===== config.mk =====
export PLATFORM = sky130hd
export DESIGN_NAME = lsu
export DESIGN_NICKNAME = d
export VERILOG_FILES = /design/src/rtl/defs.sv /design/src/rtl/lsu_lane.sv /design/src/rtl/lsu.sv
export SDC_FILE = /design/constraint.sdc
export NUM_CORES = 1
export LEC_CHECK = 0
export ABC_AREA = 1
export BUFFER_PORTS_ARGS = -buffer_cell sky130_fd_sc_hd__buf_2
export CAP_MARGIN = 10
export CORE_UTILIZATION = 46
export DETAILED_ROUTE_END_ITERATION = 10
export PLACE_DENSITY = 0.79
export SLEW_MARGIN = 40
export SYNTH_ARGS = -nofsm -noshare
export SYNTH_HDL_FRONTEND = slang
export SYNTH_SLANG_ARGS = --single-unit

===== constraint.sdc =====
create_clock -name clk -period 2 [get_ports clk]
set_input_delay 0.1 -clock clk [delete_from_list [all_inputs] [get_ports clk]]
set_output_delay 0.1 -clock clk [all_outputs]
set_load 0.1 [all_outputs]

===== src/rtl/defs.sv =====
// Shared definitions for the load/store unit: data width, access-size and
// FSM state enums, and a helper giving the byte span of an access.
package defs;

    localparam int XLEN = 32;

    typedef enum logic [1:0] {
        LSU_B = 2'b00,
        LSU_H = 2'b01,
        LSU_W = 2'b10
    } lsu_size_e;

    typedef enum logic [2:0] {
        IDLE,
        LOAD,
        STORE,
        RMW_RD,
        RMW_WR,
        RESP
    } lsu_state_e;

    // Offset of the last byte touched by an access of the given size.
    function automatic logic [2:0] size_span(input logic [1:0] size);
        case (size)
            2'b00:   size_span = 3'd0;
            2'b01:   size_span = 3'd1;
            default: size_span = 3'd3;
        endcase
    endfunction

endpackage


===== src/rtl/lsu_lane.sv =====
// Combinational data lane: extends loaded bytes/halves to XLEN and merges a
// sub-word store into a previously read word.
module lsu_lane
    import defs::*;
(
    input  lsu_size_e        size,
    input  logic             is_unsigned,
    input  logic [XLEN-1:0]  rd_word,
    input  logic [XLEN-1:0]  old_word,
    input  logic [XLEN-1:0]  st_data,
    output logic [XLEN-1:0]  load_data,
    output logic [XLEN-1:0]  merged_word
);

    logic [XLEN/8-1:0] byte_en;

    // Per-byte select: store data replaces only the bytes covered by the size.
    for (genvar gi = 0; gi < XLEN/8; gi++) begin : g_merge
        assign byte_en[gi] = (size == LSU_W) || (size == LSU_H && gi < 2) || (gi == 0);
        assign merged_word[8*gi +: 8] = byte_en[gi] ? st_data[8*gi +: 8] : old_word[8*gi +: 8];
    end

    // Load extension: pick the low 8/16/32 bits and sign- or zero-extend.
    always_comb begin
        load_data = rd_word;
        case (size)
            LSU_B:   load_data = {{(XLEN-8){~is_unsigned & rd_word[7]}}, rd_word[7:0]};
            LSU_H:   load_data = {{(XLEN-16){~is_unsigned & rd_word[15]}}, rd_word[15:0]};
            default: load_data = rd_word;
        endcase
    end

endmodule


===== src/rtl/lsu.sv =====
// Load/store unit: single-request FSM between the pipeline and a byte-addressed
// memory with combinational read. Sub-word stores are done read-modify-write.
// Optional macro LSU_ALIGN_CHECK_EN turns misaligned half/word accesses into errors.
module lsu
    import defs::*;
#(
    parameter int MEM_SIZE = 4096
) (
    input  logic             clk,
    input  logic             rst,
    input  logic             req_valid,
    output logic             req_ready,
    input  logic             req_we,
    input  logic [1:0]       req_size,
    input  logic             req_unsigned,
    input  logic [XLEN-1:0]  req_addr,
    input  logic [XLEN-1:0]  req_wdata,
    output logic             rsp_valid,
    output logic [XLEN-1:0]  rsp_rdata,
    output logic             rsp_err,
    output logic             mem_ren,
    output logic             mem_wen,
    output logic [XLEN-1:0]  mem_addr,
    output logic [XLEN-1:0]  mem_wdata,
    input  logic [XLEN-1:0]  mem_rdata
);

    lsu_state_e      state_reg, state_next, route_state;
    logic [XLEN-1:0] addr_reg, wdata_reg, word_reg, rsp_rdata_reg;
    lsu_size_e       size_reg;
    logic            unsigned_reg, rsp_valid_reg, rsp_err_reg;
    logic            accept, req_err, misalign;
    logic [XLEN:0]   last_byte;
    logic [XLEN-1:0] load_data, merged_word;

    assign req_ready = !rst && (state_reg == IDLE || state_reg == RESP);
    assign accept    = req_valid && req_ready;

    // Request legality and routing; the span check is one bit wider so it cannot wrap.
    always_comb begin
        last_byte = {1'b0, req_addr} + {{(XLEN-2){1'b0}}, size_span(req_size)};
`ifdef LSU_ALIGN_CHECK_EN
        misalign = (req_size == 2'b01 && req_addr[0]) ||
                   (req_size == 2'b10 && req_addr[1:0] != 2'b00);
`else
        misalign = 1'b0;
`endif
        req_err = (req_size == 2'b11) || (last_byte >= (XLEN+1)'(MEM_SIZE)) || misalign;
        if (req_err)
            route_state = RESP;
        else if (!req_we)
            route_state = LOAD;
        else if (req_size == 2'b10)
            route_state = STORE;
        else
            route_state = RMW_RD;
    end

    // Next-state logic; acceptance in RESP chains straight into the next access.
    always_comb begin
        state_next = state_reg;
        case (state_reg)
            IDLE:    if (accept) state_next = route_state;
            LOAD:    state_next = RESP;
            STORE:   state_next = RESP;
            RMW_RD:  state_next = RMW_WR;
            RMW_WR:  state_next = RESP;
            RESP:    state_next = accept ? route_state : IDLE;
            default: state_next = IDLE;
        endcase
    end

    // Memory-side outputs; strobes are forced low during reset so an aborted RMW never writes.
    always_comb begin
        mem_ren   = !rst && (state_reg == LOAD || state_reg == RMW_RD);
        mem_wen   = !rst && (state_reg == STORE || state_reg == RMW_WR);
        mem_addr  = '0;
        mem_wdata = '0;
        if (state_reg == LOAD || state_reg == STORE || state_reg == RMW_RD || state_reg == RMW_WR)
            mem_addr = addr_reg;
        if (state_reg == STORE)
            mem_wdata = wdata_reg;
        else if (state_reg == RMW_WR)
            mem_wdata = merged_word;
    end

    lsu_lane u_lane (
        .size        (size_reg),
        .is_unsigned (unsigned_reg),
        .rd_word     (mem_rdata),
        .old_word    (word_reg),
        .st_data     (wdata_reg),
        .load_data   (load_data),
        .merged_word (merged_word)
    );

    // State, request capture, read-word capture and registered response.
    always_ff @(posedge clk) begin
        if (rst) begin
            state_reg     <= IDLE;
            addr_reg      <= '0;
            wdata_reg     <= '0;
            size_reg      <= LSU_B;
            unsigned_reg  <= 1'b0;
            word_reg      <= '0;
            rsp_valid_reg <= 1'b0;
            rsp_err_reg   <= 1'b0;
            rsp_rdata_reg <= '0;
        end else begin
            state_reg <= state_next;
            if (accept) begin
                addr_reg     <= req_addr;
                wdata_reg    <= req_wdata;
                size_reg     <= lsu_size_e'(req_size);
                unsigned_reg <= req_unsigned;
            end
            if (state_reg == LOAD || state_reg == RMW_RD)
                word_reg <= mem_rdata;
            rsp_valid_reg <= (state_next == RESP);
            rsp_err_reg   <= accept && req_err;
            rsp_rdata_reg <= (state_reg == LOAD) ? load_data : '0;
        end
    end

    assign rsp_valid = rsp_valid_reg;
    assign rsp_err   = rsp_err_reg;
    assign rsp_rdata = rsp_rdata_reg;

endmodule


==> key figures <==
Status
  – Outcome: finished clean

Critical path
  – CP Launch Point: size_reg[1]$_SDFFE_PP0P_
  – Critical path peak fanout: 8
  – WP data required: about 1.9 ns
  – FF-to-FF path depth: 9
  – Data arrival, critical path: between 1.5 and 2 ns
  – Worst reg2reg setup slack: about 0.15 ns
  – Crit Reg-Reg Startpoint: state_reg[0]$_SDFF_PP0_
  – Critical path start-end classification: reg -> out
  – CP endpoint kind: output port
  – CP Launch Type: register
  – Reg-to-reg endpoint: wdata_reg[3]$_SDFFE_PP0P_
  – Crit path capture: mem_wdata[15]

Global routing
  – Total global-route track usage: 0.305
  – Vias in the first global route: between 6,000 and 7,000
  – Largest net degree at the start of global routing: 93
  – Total grt overflow: 0
  – Initial antenna violation count: 0
  – First-pass GRT wire length: approximately 33,000 µm

Timing
  – Fin crit share: 0.976
  – Hold_ws: approximately 0.008 ns
  – TNS Setup: 0 ns
  – Clk_skew: about 0.0076 ns
  – Max Fclk: 0.512 GHz
  – Final Hold Fails: 0
  – Worst-margin pin slew: between 0.7 and 0.8 ns
  – Slew Limit Fails: 0
  – Final setup vio count: 0
  – RSZ-0062 raised after global routing: true
  – Tmin final: 1.95 ns
  – Worst slew margin: 0.471

Clock tree
  – CTS tree: done
  – Num CTS Buffers: 17
  – Clk root buf: clkbuf_16
  – Max clock buf depth: 2
  – Clk slew on worst S/H paths: about 0.06 ns
  – Worst-skew pair later-pin latency: ~0.42 ns
  – # H-tree levels: 4
  – Clock Sink Count: about 130
  – Post-CTS Repair Setup Buffers: 0

Floorplan
  – Die Y: 118 µm
  – Row cnt: ~40
  – Starting density of the core: 0.479
  – Die X: roughly 120 µm
  – Die ar.: roughly 14,000 µm²
  – IO Count: 204
  – Core Region: roughly 13,000 µm²

Yosys
  – Post-synth cell types: 31
  – Async S/R FF share, synth: 0
  – Sequential element share of the synthesized area: 0.417
  – Synth Register Bits: between 100 and 150
  – Synth Instances: 906
  – Post-synth top flop: dfxtp_1
  – Mapped Nets: a little over 1,000
  – Post-synth EDFFs: 0
  – Post-Syn Area: ~6100 µm²
  – Synth warnings: 0
  – Avg Cell Area, Syn: between 6 and 7 µm²

Drt
  – Initial DRC Count: around 710
  – Final wirelength: 21,400 µm
  – Wire length on met3: 1580 µm
  – Met2 routed WL: 10,900 µm
  – First-pass DRT Iterations: 5
  – DR vias/cell: just over 5
  – Post-route ant nets: 0
  – Wire per inst: between 15 and 20 µm
  – Vias: just over 7,000
  – Max layer used: met4
  – Wl on met1: just over 8000 µm
  – DRC: 0

Final layout
  – Layout Nets: 1,286
  – Layout cell share with drive strength beyond 1: 0.281
  – Antenna diodes: 0
  – P&R area growth vs syn: 56.3%
  – Multi-input gate area: approximately 3200 µm²
  – Fillers: 852
  – Core Util, Final: 0.750
  – Design area: between 9000 and 10,000 µm²
  – FF/Latch Area: roughly 2600 µm²

Min path
  – Hold crit path type: in -> reg
  – Hold_sp: req_addr[5]

Power
  – Gate power share: 0.320
  – Clock power share: 0.364
  – Pleak: between 4 and 5 nW
  – Pint: around 6 mW
  – Psw: approximately 3.6 mW
  – P per Cell Area: approximately 1000 nW/µm²
  – Sw Ratio: 0.374
  – Seq pwr share: 0.316
  – VDD IR max: 0.000683 V

Placement
  – Post-DP HPWL: 13,000 µm
  – Post-placement cell area: ~8000 µm²
  – Gpl congestion: between 0.9 and 1
  – Number of port buffers: between 200 and 250

Run
  – Max Cap Viol: 0
[how the worst min path moves through the flow]
| stage | endpoint | slack (ns) | depth (start not counted) |
|---|---|---|---|
| 2_1_floorplan | state_reg[2]$_SDFF_PP0_ | 0.17 | 1 |
| 3_3_place_gp | rsp_rdata[5]$_SDFF_PP0_ | 0.31 | 3 |
| 3_5_place_dp | rsp_rdata[0]$_SDFF_PP0_ | 0.32 | 3 |
| 4_1_cts | addr_reg[4]$_SDFFE_PP0P_ | 0.0005 | 3 |
| 5_1_grt | addr_reg[5]$_SDFFE_PP0P_ | 0.02 | 3 |
| 6_report | addr_reg[5]$_SDFFE_PP0P_ | 0.008 | 3 |
[critical path: stages (launching register included)]
cell and delay, ns:
dfxtp_1 0.36, inv_1 0.11, ha_4 0.39, mux2i_1 0.27
o21ai_2 0.11, buf_12 0.19
[metrics by stage]
step	cells	setup WS (ns)	power (mW)
3_5_place_dp	1256	-0.229	5.83
6_report	1362	0.0485	9.59
4_1_cts	1361	-0.0194	9.45
3_3_place_gp	1256	-0.181	5.79
2_1_floorplan	906	-0.413	5.09
5_1_grt	1362	-0.0526	9.95
[cell type report]
class	count	share of cell area
clock buffers	18	0.0457
clock inverters	14	0.0236
inverters	139	0.0547
multi-input cells	595	0.331
flip-flops and latches	128	0.267
well taps	172	0.0224
repair buffers	296	0.256
[Yosys cell counts, drive strengths merged (3+ instances only)]
library cell	number	area, µm²
a21oi	68	340
buf	8	35.0
clkbuf	36	135
dfxtp	128	2560
ha	5	62.6
inv	137	514
mux2i	24	240
nand2	157	609
nand3	18	95.1
nand3b	5	37.5
nor2	156	647
nor3	7	35.0
o21ai	140	701
o21bai	3	22.5
xor2	4	35.0
[layout by cell type, fill, tap and decap left out, types with 3 or more instances in the layout]
cell | synthesis | final
o21bai_1 | 3 | 3
o21ai_1 | 2 | 8
nand2_2 | 5 | 9
o21ai_4 | 0 | 10
nor2_2 | 9 | 23
inv_2 | 3 | 5
bufinv_16 | 0 | 5
buf_6 | 0 | 5
xor2_1 | 4 | 4
nor2_4 | 3 | 5
buf_4 | 0 | 23
clkbuf_4 | 0 | 28
dfxtp_1 | 128 | 128
o21ai_0 | 138 | 114
mux2i_2 | 0 | 5
nor2_1 | 143 | 127
a21oi_1 | 68 | 68
buf_12 | 0 | 29
clkbuf_16 | 0 | 18
nand2_1 | 151 | 146
nand3_1 | 17 | 17
nor3_1 | 7 | 6
buf_2 | 4 | 137
nand3b_1 | 5 | 5
inv_6 | 0 | 4
o21ai_2 | 0 | 8
dlygate4sd3_1 | 0 | 73
mux2i_1 | 24 | 17
inv_1 | 134 | 131
[power groups by stage]
| stage | Combinational [mW] | Sequential (mW) | Clock [mW] |
|---|---|---|---|
| after detailed placement | 2.78 | 3.05 | 0 |
| after floorplan | 1.70 | 3.39 | 0 |
| after global placement | 2.75 | 3.04 | 0 |
| after CTS | 2.93 | 3.00 | 3.52 |
| after global routing | 3.25 | 3.05 | 3.65 |
| final | 3.07 | 3.03 | 3.49 |
[logic make-up (layout without fill, tap and decap cells)]
family                   after synthesis  in the layout  synth area share
AO/OA/AOI/OAI                        213            213             0.176
XOR/XNOR                               4              4           0.00570
adder cells (fa/ha/maj)                6              6            0.0134
buffers and inverters                183            467             0.113
flip-flops                           128            128             0.417
multiplexers                          24             24            0.0391
AND/OR/NAND/NOR                      348            348             0.237
[routing by layer]
| metal | up-vias | GRT usage |
|---|---|---|
| met5 | - | 0 |
| li1 | 3384 | - |
| met2 | 383 | 0.546 |
| met1 | 3216 | 0.336 |
| met4 | 0 | 0.142 |
| met3 | 77 | 0.0761 |
[repair_timing]
action	in CTS	in global routing
resized for setup	6	74
pin swaps	0	3
hold endpoints to repair	72	0
gates cloned	0	1
setup endpoints to repair	12	60
hold buffers	73	0
Note: power is estimated with default switching activity, not from simulation.
